File: config.mk
export PLATFORM = sky130hd
export DESIGN_NAME = hybrid_noc_router_input
export DESIGN_NICKNAME = d
export VERILOG_FILES = /design/src/rtl/hybrid_noc_router_input.sv
export SDC_FILE = /design/constraint.sdc
export NUM_CORES = 1
export LEC_CHECK = 0
export ABC_AREA = 1
export ABC_CLOCK_PERIOD_IN_PS = 2800
export BUFFER_PORTS_ARGS = -buffer_cell sky130_fd_sc_hd__buf_4
export CAP_MARGIN = 0
export CORE_ASPECT_RATIO = 1.25
export CORE_MARGIN = 5
export CORE_UTILIZATION = 56
export CTS_CLUSTER_DIAMETER = 200
export DETAILED_ROUTE_END_ITERATION = 8
export GPL_TIMING_DRIVEN = 0
export PLACE_DENSITY = 0.79
export SYNTH_ARGS = -nofsm -noshare
export SYNTH_HDL_FRONTEND = slang
export SYNTH_SLANG_ARGS = --single-unit
File: constraint.sdc
create_clock -name clk -period 2.8 [get_ports clk]
set_input_delay 0.14 -clock clk [delete_from_list [all_inputs] [get_ports clk]]
set_output_delay 0.14 -clock clk [all_outputs]
set_load 0.005 [all_outputs]
File: src/rtl/hybrid_noc_router_input.sv
// Receive side of a hybrid TDM/best-effort router link: registers TDM flits for broadcast and
// buffers BE flits, steering source-routed packets to one output with wormhole locking.
module hybrid_noc_router_input #(
  parameter int FLIT_WIDTH    = 32,
  parameter int PORTS         = 5,
  parameter int BUFFER_DEPTH  = 4,
  parameter int ROUTE_FIELD_W = 16
) (
  input  logic                  clk,
  input  logic                  rst,
  input  logic [FLIT_WIDTH-1:0] in_flit,
  input  logic                  in_last,
  input  logic                  in_tdm_valid,
  input  logic                  in_be_valid,
  output logic                  in_be_ready,
  output logic [FLIT_WIDTH-1:0] tdm_out_flit,
  output logic                  tdm_out_valid,
  output logic                  tdm_out_last,
  output logic [FLIT_WIDTH-1:0] be_out_flit,
  output logic                  be_out_last,
  output logic [PORTS-1:0]      be_out_valid,
  input  logic [PORTS-1:0]      be_out_ready,
  output logic                  be_drop
);

  localparam int ROUTE_W = (PORTS > 1) ? $clog2(PORTS) : 1;
  localparam int PTR_W   = (BUFFER_DEPTH > 1) ? $clog2(BUFFER_DEPTH) : 1;
  localparam int CNT_W   = $clog2(BUFFER_DEPTH + 1);
  localparam logic [CNT_W-1:0] DEPTH_C  = CNT_W'(BUFFER_DEPTH);
  localparam logic [PTR_W-1:0] LAST_PTR = PTR_W'(BUFFER_DEPTH - 1);

  localparam logic [1:0] ST_IDLE = 2'd0;
  localparam logic [1:0] ST_FWD  = 2'd1;
  localparam logic [1:0] ST_DROP = 2'd2;

  // ---------------- TDM path ----------------
  logic [FLIT_WIDTH-1:0] tdm_flit_q, tdm_flit_d;
  logic                  tdm_valid_q, tdm_valid_d;
  logic                  tdm_last_q, tdm_last_d;

  always_comb begin
    tdm_flit_d  = in_flit;
    tdm_valid_d = in_tdm_valid;
    tdm_last_d  = in_last;
  end

  always_ff @(posedge clk) begin
    if (rst) begin
      tdm_flit_q  <= '0;
      tdm_valid_q <= 1'b0;
      tdm_last_q  <= 1'b0;
    end else begin
      tdm_flit_q  <= tdm_flit_d;
      tdm_valid_q <= tdm_valid_d;
      tdm_last_q  <= tdm_last_d;
    end
  end

  assign tdm_out_flit  = tdm_flit_q;
  assign tdm_out_valid = tdm_valid_q;
  assign tdm_out_last  = tdm_last_q;

  // ---------------- BE FIFO ----------------
  logic [FLIT_WIDTH:0] mem_q [BUFFER_DEPTH];
  logic [PTR_W-1:0]    wr_ptr_q, wr_ptr_d;
  logic [PTR_W-1:0]    rd_ptr_q, rd_ptr_d;
  logic [CNT_W-1:0]    count_q, count_d;
  logic                ready_q, ready_d;
  logic                push, pop;
  logic                head_valid;
  logic [FLIT_WIDTH:0] head_flit;

  // A colliding TDM flit owns the shared flit bus, so the BE beat is dropped on the floor.
  assign push       = in_be_valid & ready_q & ~in_tdm_valid;
  assign head_valid = (count_q != '0);
  assign head_flit  = mem_q[rd_ptr_q];

  always_comb begin
    wr_ptr_d = wr_ptr_q;
    rd_ptr_d = rd_ptr_q;
    count_d  = count_q;
    if (push) wr_ptr_d = (wr_ptr_q == LAST_PTR) ? '0 : wr_ptr_q + 1'b1;
    if (pop)  rd_ptr_d = (rd_ptr_q == LAST_PTR) ? '0 : rd_ptr_q + 1'b1;
    case ({push, pop})
      2'b10:   count_d = count_q + 1'b1;
      2'b01:   count_d = count_q - 1'b1;
      default: count_d = count_q;
    endcase
    ready_d = (count_d != DEPTH_C);
  end

  always_ff @(posedge clk) begin
    if (push) mem_q[wr_ptr_q] <= {in_last, in_flit};
  end

  always_ff @(posedge clk) begin
    if (rst) begin
      wr_ptr_q <= '0;
      rd_ptr_q <= '0;
      count_q  <= '0;
      ready_q  <= 1'b1;
    end else begin
      wr_ptr_q <= wr_ptr_d;
      rd_ptr_q <= rd_ptr_d;
      count_q  <= count_d;
      ready_q  <= ready_d;
    end
  end

  assign in_be_ready = ready_q;

  // ---------------- Route decode ----------------
  logic [ROUTE_W-1:0]       route_port;
  logic [31:0]              route_port_ext;
  logic                     route_legal;
  logic [ROUTE_FIELD_W-1:0] route_field_shifted;
  logic [FLIT_WIDTH-1:0]    hdr_flit;

  assign route_port          = head_flit[ROUTE_W-1:0];
  assign route_port_ext      = 32'(route_port);
  assign route_legal         = (route_port_ext < 32'(PORTS));
  assign route_field_shifted = head_flit[ROUTE_FIELD_W-1:0] >> ROUTE_W;

  generate
    if (ROUTE_FIELD_W < FLIT_WIDTH) begin : g_hdr_upper
      assign hdr_flit = {head_flit[FLIT_WIDTH-1:ROUTE_FIELD_W], route_field_shifted};
    end else begin : g_hdr_full
      assign hdr_flit = route_field_shifted;
    end
  endgenerate

  // ---------------- Wormhole FSM ----------------
  logic [1:0]         state_q, state_d;
  logic [ROUTE_W-1:0] sel_q, sel_d;
  logic [ROUTE_W-1:0] out_port;
  logic               out_en;
  logic               hdr_mode;
  logic               drop;

  always_comb begin
    state_d  = state_q;
    sel_d    = sel_q;
    pop      = 1'b0;
    drop     = 1'b0;
    out_port = sel_q;
    out_en   = 1'b0;
    hdr_mode = 1'b0;
    case (state_q)
      ST_IDLE: begin
        if (head_valid) begin
          if (route_legal) begin
            out_en   = 1'b1;
            out_port = route_port;
            hdr_mode = 1'b1;
            if (be_out_ready[route_port]) begin
              pop = 1'b1;
              if (!head_flit[FLIT_WIDTH]) begin
                state_d = ST_FWD;
                sel_d   = route_port;
              end
            end
          end else begin
            pop  = 1'b1;
            drop = 1'b1;
            if (!head_flit[FLIT_WIDTH]) state_d = ST_DROP;
          end
        end
      end
      ST_FWD: begin
        out_en = head_valid;
        if (head_valid && be_out_ready[sel_q]) begin
          pop = 1'b1;
          if (head_flit[FLIT_WIDTH]) state_d = ST_IDLE;
        end
      end
      ST_DROP: begin
        if (head_valid) begin
          pop = 1'b1;
          if (head_flit[FLIT_WIDTH]) state_d = ST_IDLE;
        end
      end
      default: state_d = ST_IDLE;
    endcase
  end

  always_ff @(posedge clk) begin
    if (rst) begin
      state_q <= ST_IDLE;
      sel_q   <= '0;
    end else begin
      state_q <= state_d;
      sel_q   <= sel_d;
    end
  end

  genvar gi;
  generate
    for (gi = 0; gi < PORTS; gi++) begin : g_valid
      assign be_out_valid[gi] = out_en & (out_port == ROUTE_W'(gi));
    end
  endgenerate

  assign be_out_flit = hdr_mode ? hdr_flit : head_flit[FLIT_WIDTH-1:0];
  assign be_out_last = head_flit[FLIT_WIDTH];
  assign be_drop     = drop;

endmodule

==> run summary <==
Vias per std cell = 5.42
Cell area after synthesis = 0.00715 sq mm
Worst Path Class, Setup = reg -> reg
Worst min path class = in -> reg
CP arrival = 3.01 ns
Max-slew headroom = 45.9%
CP delay by family, top = simple AND/OR/NAND/NOR gates
Hold Path Cell Cnt = 4
CP Capture Type = register
CP most frequent cell = inv_2
Worst EP required = 3.11 ns
Clock Sinks = 181
Final Hold Vio Count = 0
Clock skew = 0.00668 ns
Crit start category = register
First-pass GRT wire length = 28.3 mm
Minimum clock period = 2.71 ns
Synth top area share = 55.5%
DR pass1 iterations = 5
Initial core utilization = 56.7%
Max Cap Viol = 0
Commonest non-fill, non-tap cells in the layout = buf_4 (136), edfxtp_1 (132), nor2_1 (109)
Most used DFF post-synth = edfxtp_1
Crit Reg-Reg Endpoint = in_be_ready$_SDFF_PP1_
CP max FO = 7
Final worst-path setup slack = 0.0935 ns
Power per Cell Area = 858 mW/mm^2
CTS Buf Count = 17
Reg2Reg Depth = 19
CTS tree = yes
All-Layer GR Usage = 24.2%
Power Total = 0.00805 W
Root buffer cell = clkbuf_16
Leading area contributor after synthesis = edfxtp_1
Mapped Avg Cell Area = 11.2 sq um
Nets@finish = 869
Worst hold start = rst
Maximum vdd drop = 0.558 mV
Commonest non-fill, non-tap cell in the layout = buf_4
CTS H-tree lvls = 4
Top-level I/O count = 116
Core area = 0.0126 sq mm
Antenna Diode Count = 0
P&R area growth vs syn = 31.3%
Yosys cell types = 31
Status = completed
Setup_tns = 0 ns
FF-to-FF setup slack = 0.09 ns
Yosys warning total = 0
Antenna violations before repair = 0
Sequential fraction of the synthesis area = 69.2%
Clock-pin slew on the worst setup and hold paths = 0.07 ns
Pre-CTS setup slack = -0.0681 ns
# DRC = 0
Max Buffers Root-to-Sink = 2
Max-slew violation count = 0
Routability cong. = 0.855
Vias in the first global route = 5570
Buf/Inv on CP = 5
Wirelength per Cell = 18.5 microns
Finished Layout Cells = 997
DIE HEIGHT = 136 microns
Cell Chain, Critical Path = inv_2, buf_6, nand2_1, nand3_1, nand2_2, inv_2, nand4_1, nand3_2, nand2_1, nand2_2, nand2_2, inv_2, ha_1, inv_2, fa_2, a21oi_2, o21ai_2, a21oi_1, nand3_1
Leakage = 3.85 nW
Post-synthesis net count = 693
Slowest-stage cell, CP = fa_2
Final setup fails = 0
Worst Hold End = state_q[1]$_SDFFE_PP0P_
CP max stage delay = 0.38 ns
RSZ-0062 raised after global routing = true
Die area = 0.0151 sq mm
Synth area leaders = edfxtp_1 (55%), dfxtp_1 (14%), nor2_1 (5.9%)
Placement Rows = 46
Yosys reg bits = 181
DP HPWL = 11.7 mm
Number of I/O port buffers = 115
Wirelength, routed = 18.5 mm
Chip width = 111 microns
Number of synthesized flops with an enable pin = 132
Iteration-0 DRC Markers = 562
Final period utilization = 96.7%
Placed cells = 927
Async SR Flop Fraction = 0%
Peak Freq = 0.369 GHz
Post-Syn Instances = 640
Layout cell share with drive strength beyond 1 = 25.3%
Least-Margin Pin Slew = 0.811 ns
Post-route ant nets = 0
Pin count of the biggest net entering global routing = 26
Worst-Skew Late Latency = 0.42 ns
Routed vias = 5405
Remaining Overflow, GRT = 0
Finished Core Util = 74.4%
-- routing by layer --
layer | global-route usage [%] | vias up | part of all wire, %
li1 | - | 2502 | -
met1 | 26.4 | 2615 | 36
met2 | 46.3 | 265 | 55
met3 | 5.12 | 23 | 7.8
met4 | 8.79 | 0 | 1.7
met5 | 0 | - | 0
-- worst reg2reg max path: cells and delay by family (launching register included) --
kind	cells	cell delay (ns)
buffers and inverters	5	0.43
flip-flops	1	0.36
AND/OR/NAND/NOR	9	0.83
AO/OA/AOI/OAI	3	0.43
adder cells (fa/ha/maj)	2	0.53
-- metrics by stage --
stage          hold slack, ns  instance area, sq um
2_1_floorplan           0.239                  7150
3_3_place_gp            0.347                  8220
3_5_place_dp            0.352                  8340
4_1_cts                 0.103                  9300
5_1_grt                 0.135                  9380
6_report                0.116                  9380
-- flip-flops by register name, summed over array words and instances (netlist names), named ones only --
name / cells
mem_q: 132
tdm_out_flit: 32
count_q: 3
sel_q: 3
rd_ptr_q: 2
state_q: 2
wr_ptr_q: 2
in_be_ready: 1
tdm_out_last: 1
tdm_out_valid: 1
-- power by group --
group | internal (W) | leakage, nW | total, W | switching (W)
logic | 0.00105 | 1.95 | 0.00247 | 0.00142
clock network | 0.00136 | 0.295 | 0.00246 | 0.00110
registers | 0.00305 | 1.61 | 0.00312 | 0.0000745
total | 0.00545 | 3.85 | 0.00805 | 0.00260
-- synth_stat cells (2+ instances only) --
| library cell | count |
|---|---|
| edfxtp_1 | 132 |
| nor2_1 | 113 |
| nand2_1 | 71 |
| inv_1 | 68 |
| o21ai_0 | 67 |
| dfxtp_1 | 49 |
| o22ai_1 | 30 |
| clkbuf_1 | 20 |
| a21oi_1 | 17 |
| buf_4 | 16 |
| nand3_1 | 16 |
| ha_1 | 10 |
| a32o_1 | 4 |
| buf_2 | 3 |
| inv_2 | 3 |
| nand2_4 | 3 |
| buf_1 | 2 |
| nand3_2 | 2 |
| o21ai_1 | 2 |
-- cell families after synthesis --
group                    after synthesis  synth area share, %
XOR/XNOR                               1                0.123
flip-flops                           181                 69.2
AO/OA/AOI/OAI                        121                 9.32
buffers and inverters                114                 7.06
adder cells (fa/ha/maj)               11                 2.03
AND/OR/NAND/NOR                      212                 12.3
-- worst max-delay path by stage --
stage	slack, ns	start	depth (start not counted)	end
floorplan	0.33	register	20	in_be_ready$_SDFF_PP1_
global route	-0.11	register	19	in_be_ready$_SDFF_PP1_
detailed placement	-0.07	register	20	in_be_ready$_SDFF_PP1_
global placement	-0.78	in_be_ready$_SDFF_PP1_	2	mem_q[0][9]$_DFFE_PP_
CTS	0.003	register	20	in_be_ready$_SDFF_PP1_
finish	0.09	register	19	in_be_ready$_SDFF_PP1_
-- cell type report --
type | count | area (sq um)
Sequential cell | 181 | 4950
Inverter | 72 | 278
Clock inverter | 15 | 189
Tap cell | 168 | 210
Multi-Input combinational cell | 345 | 1760
Fill cell | 790 | 3230
Buffer | 42 | 241
Timing Repair Buffer | 157 | 1320
Clock buffer | 17 | 425
-- repair_timing --
action | 4_1_cts | 5_1_grt
setup buffers | 0 | 4
setup endpoints to repair | 3 | 8
pin swaps | 0 | 7
hold buffers | 34 | 0
gates resized for setup | 3 | 27
endpoints found under the hold margin | 166 | 0
(Power assumes the default switching activity.)
